$ cat src/rtl/keypad_pkg.sv
// keypad_pkg: key codes, row encodings and the shared key-to-matrix table
package keypad_pkg;

    localparam logic [3:0] KEY_0    = 4'd0;
    localparam logic [3:0] KEY_1    = 4'd1;
    localparam logic [3:0] KEY_2    = 4'd2;
    localparam logic [3:0] KEY_3    = 4'd3;
    localparam logic [3:0] KEY_4    = 4'd4;
    localparam logic [3:0] KEY_5    = 4'd5;
    localparam logic [3:0] KEY_6    = 4'd6;
    localparam logic [3:0] KEY_7    = 4'd7;
    localparam logic [3:0] KEY_8    = 4'd8;
    localparam logic [3:0] KEY_9    = 4'd9;
    localparam logic [3:0] KEY_STAR = 4'd10;
    localparam logic [3:0] KEY_HASH = 4'd11;

    localparam logic [3:0] ROW_123 = 4'b0001;
    localparam logic [3:0] ROW_456 = 4'b0010;
    localparam logic [3:0] ROW_789 = 4'b0100;
    localparam logic [3:0] ROW_S0H = 4'b1000;

    typedef enum logic [1:0] {ST_IDLE, ST_PRESS, ST_RELEASE} emu_state_t;

    typedef struct packed {
        logic       valid;
        logic [1:0] row;
        logic [1:0] col;
    } rowcol_t;

    // Matrix position of a key code; codes 12-15 come back with valid = 0
    function automatic rowcol_t key_to_rowcol(input logic [3:0] code);
        rowcol_t rc;
        rc = '0;
        case (code)
            KEY_1:    rc = '{1'b1, 2'd0, 2'd0};
            KEY_2:    rc = '{1'b1, 2'd0, 2'd1};
            KEY_3:    rc = '{1'b1, 2'd0, 2'd2};
            KEY_4:    rc = '{1'b1, 2'd1, 2'd0};
            KEY_5:    rc = '{1'b1, 2'd1, 2'd1};
            KEY_6:    rc = '{1'b1, 2'd1, 2'd2};
            KEY_7:    rc = '{1'b1, 2'd2, 2'd0};
            KEY_8:    rc = '{1'b1, 2'd2, 2'd1};
            KEY_9:    rc = '{1'b1, 2'd2, 2'd2};
            KEY_STAR: rc = '{1'b1, 2'd3, 2'd0};
            KEY_0:    rc = '{1'b1, 2'd3, 2'd1};
            KEY_HASH: rc = '{1'b1, 2'd3, 2'd2};
            default:  rc = '0;
        endcase
        return rc;
    endfunction

    // One-hot row drive pattern for a row index
    function automatic logic [3:0] row_onehot(input logic [1:0] row);
        return (row == 2'd0) ? ROW_123 :
               (row == 2'd1) ? ROW_456 :
               (row == 2'd2) ? ROW_789 : ROW_S0H;
    endfunction

endpackage

$ cat src/rtl/keypad_emu_fifo.sv
// keypad_emu_fifo: synchronous FIFO holding queued key codes
module keypad_emu_fifo #(
    parameter int DEPTH = 4,
    parameter int W     = 4,
    localparam int AW   = $clog2(DEPTH)
) (
    input  logic          clk,
    input  logic          rst_n,
    input  logic          push,
    input  logic [W-1:0]  wdata,
    input  logic          pop,
    output logic [W-1:0]  rdata,
    output logic          full,
    output logic          empty,
    output logic [AW:0]   level
);

    localparam logic [AW:0] FULL_LVL = (AW+1)'(DEPTH);

    logic [W-1:0]  mem [DEPTH];
    logic [AW-1:0] wr_ptr;
    logic [AW-1:0] rd_ptr;
    logic          do_push;
    logic          do_pop;

    assign full    = (level == FULL_LVL);
    assign empty   = (level == '0);
    assign do_push = push && !full;
    assign do_pop  = pop && !empty;
    assign rdata   = mem[rd_ptr];

    // Storage array; contents need no reset since level gates reads
    always_ff @(posedge clk) begin
        if (do_push) mem[wr_ptr] <= wdata;
    end

    // Pointers and occupancy; simultaneous push and pop leave level unchanged
    always_ff @(posedge clk) begin
        if (!rst_n) begin
            wr_ptr <= '0;
            rd_ptr <= '0;
            level  <= '0;
        end else begin
            if (do_push) wr_ptr <= wr_ptr + AW'(1);
            if (do_pop) rd_ptr <= rd_ptr + AW'(1);
            level <= level + (AW+1)'(do_push) - (AW+1)'(do_pop);
        end
    end

endmodule

$ cat src/rtl/keypad3c4r_emu.sv
// keypad3c4r_emu: replays queued key codes onto a 3x4 keypad matrix for the scanner
module keypad3c4r_emu
    import keypad_pkg::*;
#(
    parameter int FIFO_DEPTH  = 4,
    parameter int CNT_W       = 16,
    parameter int HOLD_CYCLES = 2000,
    parameter int GAP_CYCLES  = 2000
) (
    input  logic                          clk,
    input  logic                          rst_n,
    input  logic                          en,
    input  logic [3:0]                    key_code,
    input  logic                          key_valid,
    output logic                          key_ready,
    input  logic [3:0]                    keypadr,
    output logic [2:0]                    keypadc,
    output logic                          busy,
    output logic [$clog2(FIFO_DEPTH):0]   fifo_level,
    output logic                          err
);

    if (FIFO_DEPTH < 2 || (FIFO_DEPTH & (FIFO_DEPTH - 1)) != 0) begin : g_bad_depth
        $error("FIFO_DEPTH must be a power of 2 and at least 2");
    end
    if (HOLD_CYCLES < 1 || longint'(HOLD_CYCLES) > (64'd1 << CNT_W)) begin : g_bad_hold
        $error("HOLD_CYCLES must be >= 1 and fit CNT_W");
    end
    if (GAP_CYCLES < 1 || longint'(GAP_CYCLES) > (64'd1 << CNT_W)) begin : g_bad_gap
        $error("GAP_CYCLES must be >= 1 and fit CNT_W");
    end

    localparam logic [CNT_W-1:0] HOLD_LAST = CNT_W'(HOLD_CYCLES - 1);
    localparam logic [CNT_W-1:0] GAP_LAST  = CNT_W'(GAP_CYCLES - 1);

    emu_state_t       state;
    logic [CNT_W-1:0] cnt;
    logic [3:0]       cur_key;
    logic [3:0]       fifo_rdata;
    logic             fifo_full;
    logic             fifo_empty;
    logic             push;
    logic             pop;
    rowcol_t          rc;

    assign push      = key_valid && !fifo_full;
    assign pop       = en && (state == ST_IDLE) && !fifo_empty;
    assign key_ready = !fifo_full;
    assign busy      = (state != ST_IDLE) || !fifo_empty;

    keypad_emu_fifo #(.DEPTH(FIFO_DEPTH), .W(4)) u_fifo (
        .clk   (clk),
        .rst_n (rst_n),
        .push  (push),
        .wdata (key_code),
        .pop   (pop),
        .rdata (fifo_rdata),
        .full  (fifo_full),
        .empty (fifo_empty),
        .level (fifo_level)
    );

    // Press/release sequencer; en low freezes both state and counter
    always_ff @(posedge clk) begin
        if (!rst_n) begin
            state   <= ST_IDLE;
            cnt     <= '0;
            cur_key <= 4'd15;
        end else if (en) begin
            case (state)
                ST_IDLE: begin
                    if (!fifo_empty) begin
                        cur_key <= fifo_rdata;
                        cnt     <= '0;
                        state   <= ST_PRESS;
                    end
                end
                ST_PRESS: begin
                    if (cnt == HOLD_LAST) begin
                        cnt   <= '0;
                        state <= ST_RELEASE;
                    end else begin
                        cnt <= cnt + CNT_W'(1);
                    end
                end
                ST_RELEASE: begin
                    if (cnt == GAP_LAST) begin
                        cnt   <= '0;
                        state <= ST_IDLE;
                    end else begin
                        cnt <= cnt + CNT_W'(1);
                    end
                end
                default: state <= ST_IDLE;
            endcase
        end
    end

    // Sticky flag for any accepted code outside the 12-key set
    always_ff @(posedge clk) begin
        if (!rst_n) err <= 1'b0;
        else if (push && key_code > KEY_HASH) err <= 1'b1;
    end

    // Column return follows the row drive combinationally so the scanner sees it same-cycle
    always_comb begin
        rc      = key_to_rowcol(cur_key);
        keypadc = (rc.valid && state == ST_PRESS && |(keypadr & row_onehot(rc.row)))
                  ? (3'b001 << rc.col) : 3'b000;
    end

endmodule

$ cat config.mk
export PLATFORM = sky130hd
export DESIGN_NAME = keypad3c4r_emu
export DESIGN_NICKNAME = d
export VERILOG_FILES = /design/src/rtl/keypad_pkg.sv /design/src/rtl/keypad_emu_fifo.sv /design/src/rtl/keypad3c4r_emu.sv
export SDC_FILE = /design/constraint.sdc
export NUM_CORES = 1
export LEC_CHECK = 0
export BUFFER_PORTS_ARGS = -buffer_cell sky130_fd_sc_hd__buf_2
export CAP_MARGIN = 10
export CORE_MARGIN = 5
export CORE_UTILIZATION = 35
export CTS_CLUSTER_SIZE = 10
export DETAILED_ROUTE_END_ITERATION = 10
export SLEW_MARGIN = 10
export SYNTH_ARGS = -nofsm -noshare
export SYNTH_HDL_FRONTEND = slang
export SYNTH_HIERARCHICAL = 1
export SYNTH_SLANG_ARGS = --single-unit
$ cat constraint.sdc
create_clock -name clk -period 3.31 [get_ports clk]
set_input_delay 0.993 -clock clk [delete_from_list [all_inputs] [get_ports clk]]
set_output_delay 0.993 -clock clk [all_outputs]
set_load 0.02 [all_outputs]
# --- Word-level counts from Yosys, hierarchy flattened ---
# Memory sizes are Yosys's and may differ from the RTL's. A register that Yosys moved wholly into a read port is not among the register bits.
# Cells that the tools add are included.
classes:
  n_bitwise: 2
  div_mod_pow: 0
  n_reduce_logical: 22
  n_addsub: 5
  n_mul: 0
  n_lt_le_gt_ge: 1
  eq_ne: 9
  shifts: 1
  n_mux: 13
op_table:
  columns: ["op", "n"]
  rows:
  - ["$mux W16", 2]
  - ["$pmux W16 S2", 1]
  - ["$add A16 B1 Y16 const B", 1]
  - ["$eq A16 B11 Y1 const B", 1]
  - ["$mux W4", 3]
  - ["$logic_and A1 B1 Y1", 8]
  - ["$mux W2", 3]
  - ["$ne A2 B2 Y1 const B", 3]
  - ["$pmux W2 S3", 1]
  - ["$reduce_and A3 Y1", 2]
  - ["$add A2 B1 Y2 const B", 2]
  - ["$and A4 B4 Y4", 1]
  - ["$eq A2 B1 Y1 const B", 2]
  - ["$eq A2 B2 Y1 const B", 2]
  - ["$gt A4 B4 Y1 const B", 1]
  - ["$logic_not A2 Y1", 2]
  - ["$reduce_and A4 Y1", 1]
  - ["$reduce_bool A2 Y1", 2]
  - ["$reduce_or A4 Y1", 1]
  - ["$add A3 B1 Y3", 1]
  - ["$eq A3 B3 Y1 const B", 1]
  - ["$logic_not A1 Y1", 3]
  - ["$logic_not A3 Y1", 1]
  - ["$mux W3", 1]
  - ["6 further kinds", 7]
word_totals:
  latchBits: 0
  n_memories: 2
  register_bits: 26
  in_bits: 12
  wordCells: 61
  romBits: 80
  ram_bits: 16
mem_list:
  columns: ["memory", "depth", "word_bits", "rd", "rd_clocked_by_memory_dff", "wr", "line_no", "rtl"]
  rows:
  - ["(name not given)", 16, 5, 1, 0, 0, "keypad_pkg.sv:34", "case (code)"]
  - ["u_fifo.mem", 4, 4, 1, 1, 1, "keypad_emu_fifo.sv:20", "logic [W-1:0] mem [DEPTH];"]

# --- Depth between registers and ports, before layout ---
# An unclocked memory read counts as a cell.
logic_depth:
  depth_word: 9
  mapped_depth: 12
  mapped_depth_nobuf: 12

# --- Hierarchy ---
# The synthesis kept the hierarchy.
modules_own_cells:
  columns: ["module", "cells_per_inst", "area_each_um2", "instances", "seq_area_each_um2"]
  rows:
  - ["keypad3c4r_emu", 190, 1570.3, 1, 560.5]
  - ["keypad_emu_fifo", 71, 1056.0, 1, 660.6]

# --- Least setup slack after synthesis ---
# No wires, ideal clock.
synth_path:
  kind: "input to register"
  from: "in en"
  to: "reg u_fifo.level[2]"
  n_path_buf: 0
  setup_ns: 0.115
  path_slack_ns: 0.468
  path_stages: 10
  arrival_ns: 2.727
  cell_sequence: "nand3b_1 > inv_1 > nor2b_1 > ha_1 > inv_1 > ha_1 > fa_1 > xor2_1 > xnor2_1 > and2_1"
synth_via:
  elab_chain_len: 4
synth_lines:
  columns: ["element", "line_no", "rtl"]
  rows:
  - ["start: declaration", "keypad3c4r_emu.sv:12", "input logic en,"]
  - ["$logic_and A1 B1 Y1 (2 in a row)", "keypad3c4r_emu.sv:47", "assign pop = en && (state == ST_IDLE) && !fifo_empty;"]
  - ["named net pop", "keypad3c4r_emu.sv:43", "logic pop;"]
  - ["$logic_and A1 B1 Y1", "keypad_emu_fifo.sv:29", "assign do_pop = pop && !empty;"]
  - ["named net u_fifo.do_pop", "keypad_emu_fifo.sv:24", "logic do_pop;"]
  - ["$sub A3 B1 Y3", "keypad_emu_fifo.sv:46", "level <= level + (AW+1)'(do_push) - (AW+1)'(do_pop);"]
  - ["end signal: assignment", "keypad_emu_fifo.sv:46", null]
  - ["end: declaration", "keypad_emu_fifo.sv:15", "output logic [AW:0] level"]
# The timed path passes the listed nets, and every way through them passes these cells.
# A chain may end at the register's enable or synchronous reset.

# --- Worst setup path after layout ---
layout_path:
  from: "in keypadr[1]"
  to: "out keypadc[2]"
layout_via:
  elab_chain_len: 4
layout_lines:
  columns: ["element", "line_no", "rtl"]
  rows:
  - ["start: declaration", "keypad3c4r_emu.sv:16", "input logic [3:0] keypadr,"]
  - ["$and A4 B4 Y4", "keypad3c4r_emu.sv:108", "keypadc = (rc.valid && state == ST_PRESS && |(keypadr & row_onehot(rc.row)))"]
  - ["$reduce_or A4 Y1", "keypad3c4r_emu.sv:108", null]
  - ["$logic_and A1 B1 Y1", "keypad3c4r_emu.sv:108", null]
  - ["$mux W3", "keypad3c4r_emu.sv:109", "? (3'b001 << rc.col) : 3'b000;"]
  - ["end: declaration", "keypad3c4r_emu.sv:17", "output logic [2:0] keypadc,"]
# No other way between the ends.

==> results.md <==
* Final hold slack at just over 0.5 ns
* Post-synthesis mux area share at between 7 and 8%
* Total gr overflow at 0
* Internal Power at between 1 and 1.5 mW
* Logic pwr share at about 33%
* CTS resizes at 0
* Adder-cell share of the synthesized area at between 6 and 7%
* Critical Path, Cell by Cell: buf_2 > mux2_2 > o2111ai_1 > nor3b_1 > buf_2
* Horiz. Die Dim at roughly 97 µm
* Commonest non-fill, non-tap cells in the layout: 37 x dfxtp_1, 32 x nand2_1, 24 x nand3_1
* Slowest-stage cell, CP: o2111ai_1
* WP data arrival at roughly 1.9 ns
* Die area at ~0.0093 mm²
* Port Buf Inserts at 20
* DRC Markers at 0
* CTS tree: done
* CTS clk-pin slew, worst paths at around 0.10 ns
* Area Growth Syn to Fin at 11.6%
* First DRT Iteration DRCs at 152
* Detailed Routing Iterations Pass 1 at 4
* Max_cap viols at 0
* # rows at 31
* Gpl congestion at about 0.81
* Finish-stage setup viols at 0
* Syn nets at between 200 and 300
* Setup CP Type: primary input to output pin
* Finished Layout Cells at roughly 380
* Reg2reg end: u_fifo/level[2]
* Initial antenna violation count at 0
* Clock buffer depth at 2
* Setup bufs post-CTS at 0
* Pwr Total at 1.85 mW
* Root buf cell: clkbuf_8
* Simple-gate share of the synthesized area at between 20% and 30%
* Yosys Warn Count at 6
* Power per cell area at roughly 630 mW/mm²
* Total Routing Usage GR at between 10% and 20%
* Critical Path Start: keypadr[1]
* Share of cells above drive strength 1 at between 10% and 20%
* Slew Limit Fails at 0
* Fin nets at roughly 300
* Pleak at approximately 1.1 nW
* Netlist cell types at 57
* Hold Path Cell Cnt at 2
* Final hold vios at 0
* Die height at 96.6 µm
* IO Count at 21
* Startpoint Class: primary input
* Fmax at 0.349 GHz
* Routed Antenna Nets at 0
* Largest family of logic cells by synthesized area: simple AND/OR/NAND/NOR gates
* Worst reg2reg path depth at 12
* Net Sw Frac at between 30% and 40%
* Area of the multi-input gates at approximately 0.0013 mm²
* Reg2Reg Launch Point: state[0]
* Slowest stage delay, CP at ~0.27 ns
* Avg WL per Cell at ~13 µm
* Post-synthesis xor/xnor area fraction at less than 1%
* Core Region at about 0.0073 mm²
* Synth Instances at 261
* CTS Buf Count at 5
* Total negative slack at 0 ns
* Outcome: complete, no violations
* Hold buffers post-CTS at 0
* Most used cell, CP: buf_2
* Post-route clock period utilization at 86.4%
* CP endpoint: keypadc[2]
* Skew-Pair Late Insertion Delay at about 0.32 ns
* First-pass GRT wire length at 8690 µm
* VDD IR max at roughly 0.25 mV
* Switching pwr at 665 µW
* Hold Path Origin: cnt[1]
* R2R Setup Slk at just under 0.8 ns
* Vias in the first global route at 1,863
* Clk sinks at 53
* Final setup skew at between 0.01 and 0.015 ns
* Avg Inst Size Synth at 10.1 µm²
* HPWL after DPL at between 3000 and 4000 µm
* Asr flop ratio synth at 0%
* Critical path peak fanout at 3
* Register area at between 0.001 and 0.0015 mm²
* Post-synthesis compound-gate area fraction at roughly 9.0%
* CTS HTree Levels at 2
* Seq/Total Area, Yosys at between 40% and 50%
* Commonest non-fill, non-tap cell in the layout: dfxtp_1
* Synth Register Bits at between 50 and 60
* Worst hold path class: flip-flop to flip-flop
* Via/cell ratio at 5.11
* Slew margin rel. at 61.4%
* Layout filler cell count at roughly 740
* Worst slew pin tran at between 0.5 and 0.6 ns
* Clock Power Share at between 20% and 30%
* Initial Util at between 30% and 40%
* Synth Flop Type: dfxtp_1
* Tmin final at 2.86 ns
* ANT cells at 0
* Worst path required time at between 2 and 2.5 ns
* Number of synthesized flops with an enable pin at 16
* Final wirelength at ~5000 µm
* Reg power frac at a little under half
* Cell area after synthesis at around 0.0026 mm²
* Endpoint class of the critical path: output pin
* Largest net degree at the start of global routing at 32
* RSZ-0062 raised after global routing: no
* Placed Cells at about 370
* Vias at 1,952
[registers in the layout (all words and copies together), names as in the netlist, named ones only]
signal,cells
u_fifo/rd_ptr,2
rc,5
state,2
u_fifo/mem,16
u_fifo/level,3
cnt,16
cur_key,4
u_fifo/wr_ptr,2
err,1
[metrics by stage]
step | utilization (%) | cell area (µm²) | worst slack, ns
2_1_floorplan | - | 2630 | 0.468
3_5_place_dp | 38.8 | 2830 | 0.440
3_3_place_gp | 38.8 | 2830 | 0.468
6_report | 40.2 | 2930 | 0.449
5_1_grt | 40.2 | 2930 | 0.420
4_1_cts | 40.2 | 2930 | 0.440
[cell families after synthesis]
kind of cell	Yosys count
buffers and inverters	24
AND/OR/NAND/NOR	120
XOR/XNOR	2
AO/OA/AOI/OAI	35
multiplexers	13
flip-flops	53
adder cells (fa/ha/maj)	14
[worst min path at each step]
stage | to | slack, ns
5_1_grt | cnt[1] | 0.54
3_5_place_dp | err | 0.48
4_1_cts | u_fifo/rd_ptr[0] | 0.50
6_report | cnt[1] | 0.50
3_3_place_gp | err | 0.46
2_1_floorplan | flip-flop | 0.46
[power groups by stage]
stage | logic [mW] | registers [mW] | clock network [mW]
after detailed placement | 0.622 | 0.858 | 0
after global routing | 0.706 | 0.854 | 0.433
after floorplan | 0.455 | 0.858 | 0
final | 0.616 | 0.841 | 0.394
after global placement | 0.612 | 0.855 | 0
after CTS | 0.623 | 0.845 | 0.414
[synth_stat cells (2+ instances only)]
library cell | number | area (µm²)
dfxtp_1 | 37 | 741
o211ai_1 | 3 | 22.5
or2_2 | 2 | 12.5
nor4_1 | 2 | 12.5
inv_1 | 14 | 52.6
and3_1 | 2 | 12.5
clkbuf_1 | 7 | 26.3
nor3_1 | 2 | 10.0
nor2b_1 | 3 | 18.8
a21oi_1 | 5 | 25.0
buf_2 | 2 | 10.0
nand3_1 | 24 | 120
nor3b_1 | 3 | 22.5
nand4_2 | 2 | 25.0
ha_1 | 13 | 163
mux4_2 | 4 | 90.1
edfxtp_1 | 16 | 480
nand2_1 | 32 | 120
o21ai_0 | 8 | 40.0
mux2i_1 | 6 | 60.1
or3_1 | 5 | 31.3
nand4_1 | 5 | 31.3
a31oi_1 | 4 | 25.0
and4b_1 | 2 | 20.0
mux2_2 | 3 | 33.8
and2_1 | 12 | 75.1
or4_1 | 5 | 37.5
nor2_1 | 9 | 33.8
[layer usage]
metal	track usage [%]	vias to the layer above	share of wire, %
met2	17.3	33	44
li1	-	990	-
met1	15.0	922	51
met5	0	-	0
met4	3.89	0	1.6
met3	2.23	7	3.8
[worst max-delay path, delay by kind of cell]
family,cells,cell delay [ns]
compound gates,1,0.27
mux,1,0.25
buf+inv,2,0.27
simple gates,1,0.09
[area by class of cell]
type / instances / area share [%]
Sequential cell: 53 / 41.7
Clock buffer: 5 / 2.35
Clock inverter: 3 / 0.982
Inverter: 14 / 1.79
Tap cell: 99 / 4.23
Timing Repair Buffer: 24 / 4.44
Multi-Input combinational cell: 184 / 44.5
No activity file was read; power rests on OpenSTA's default activity.
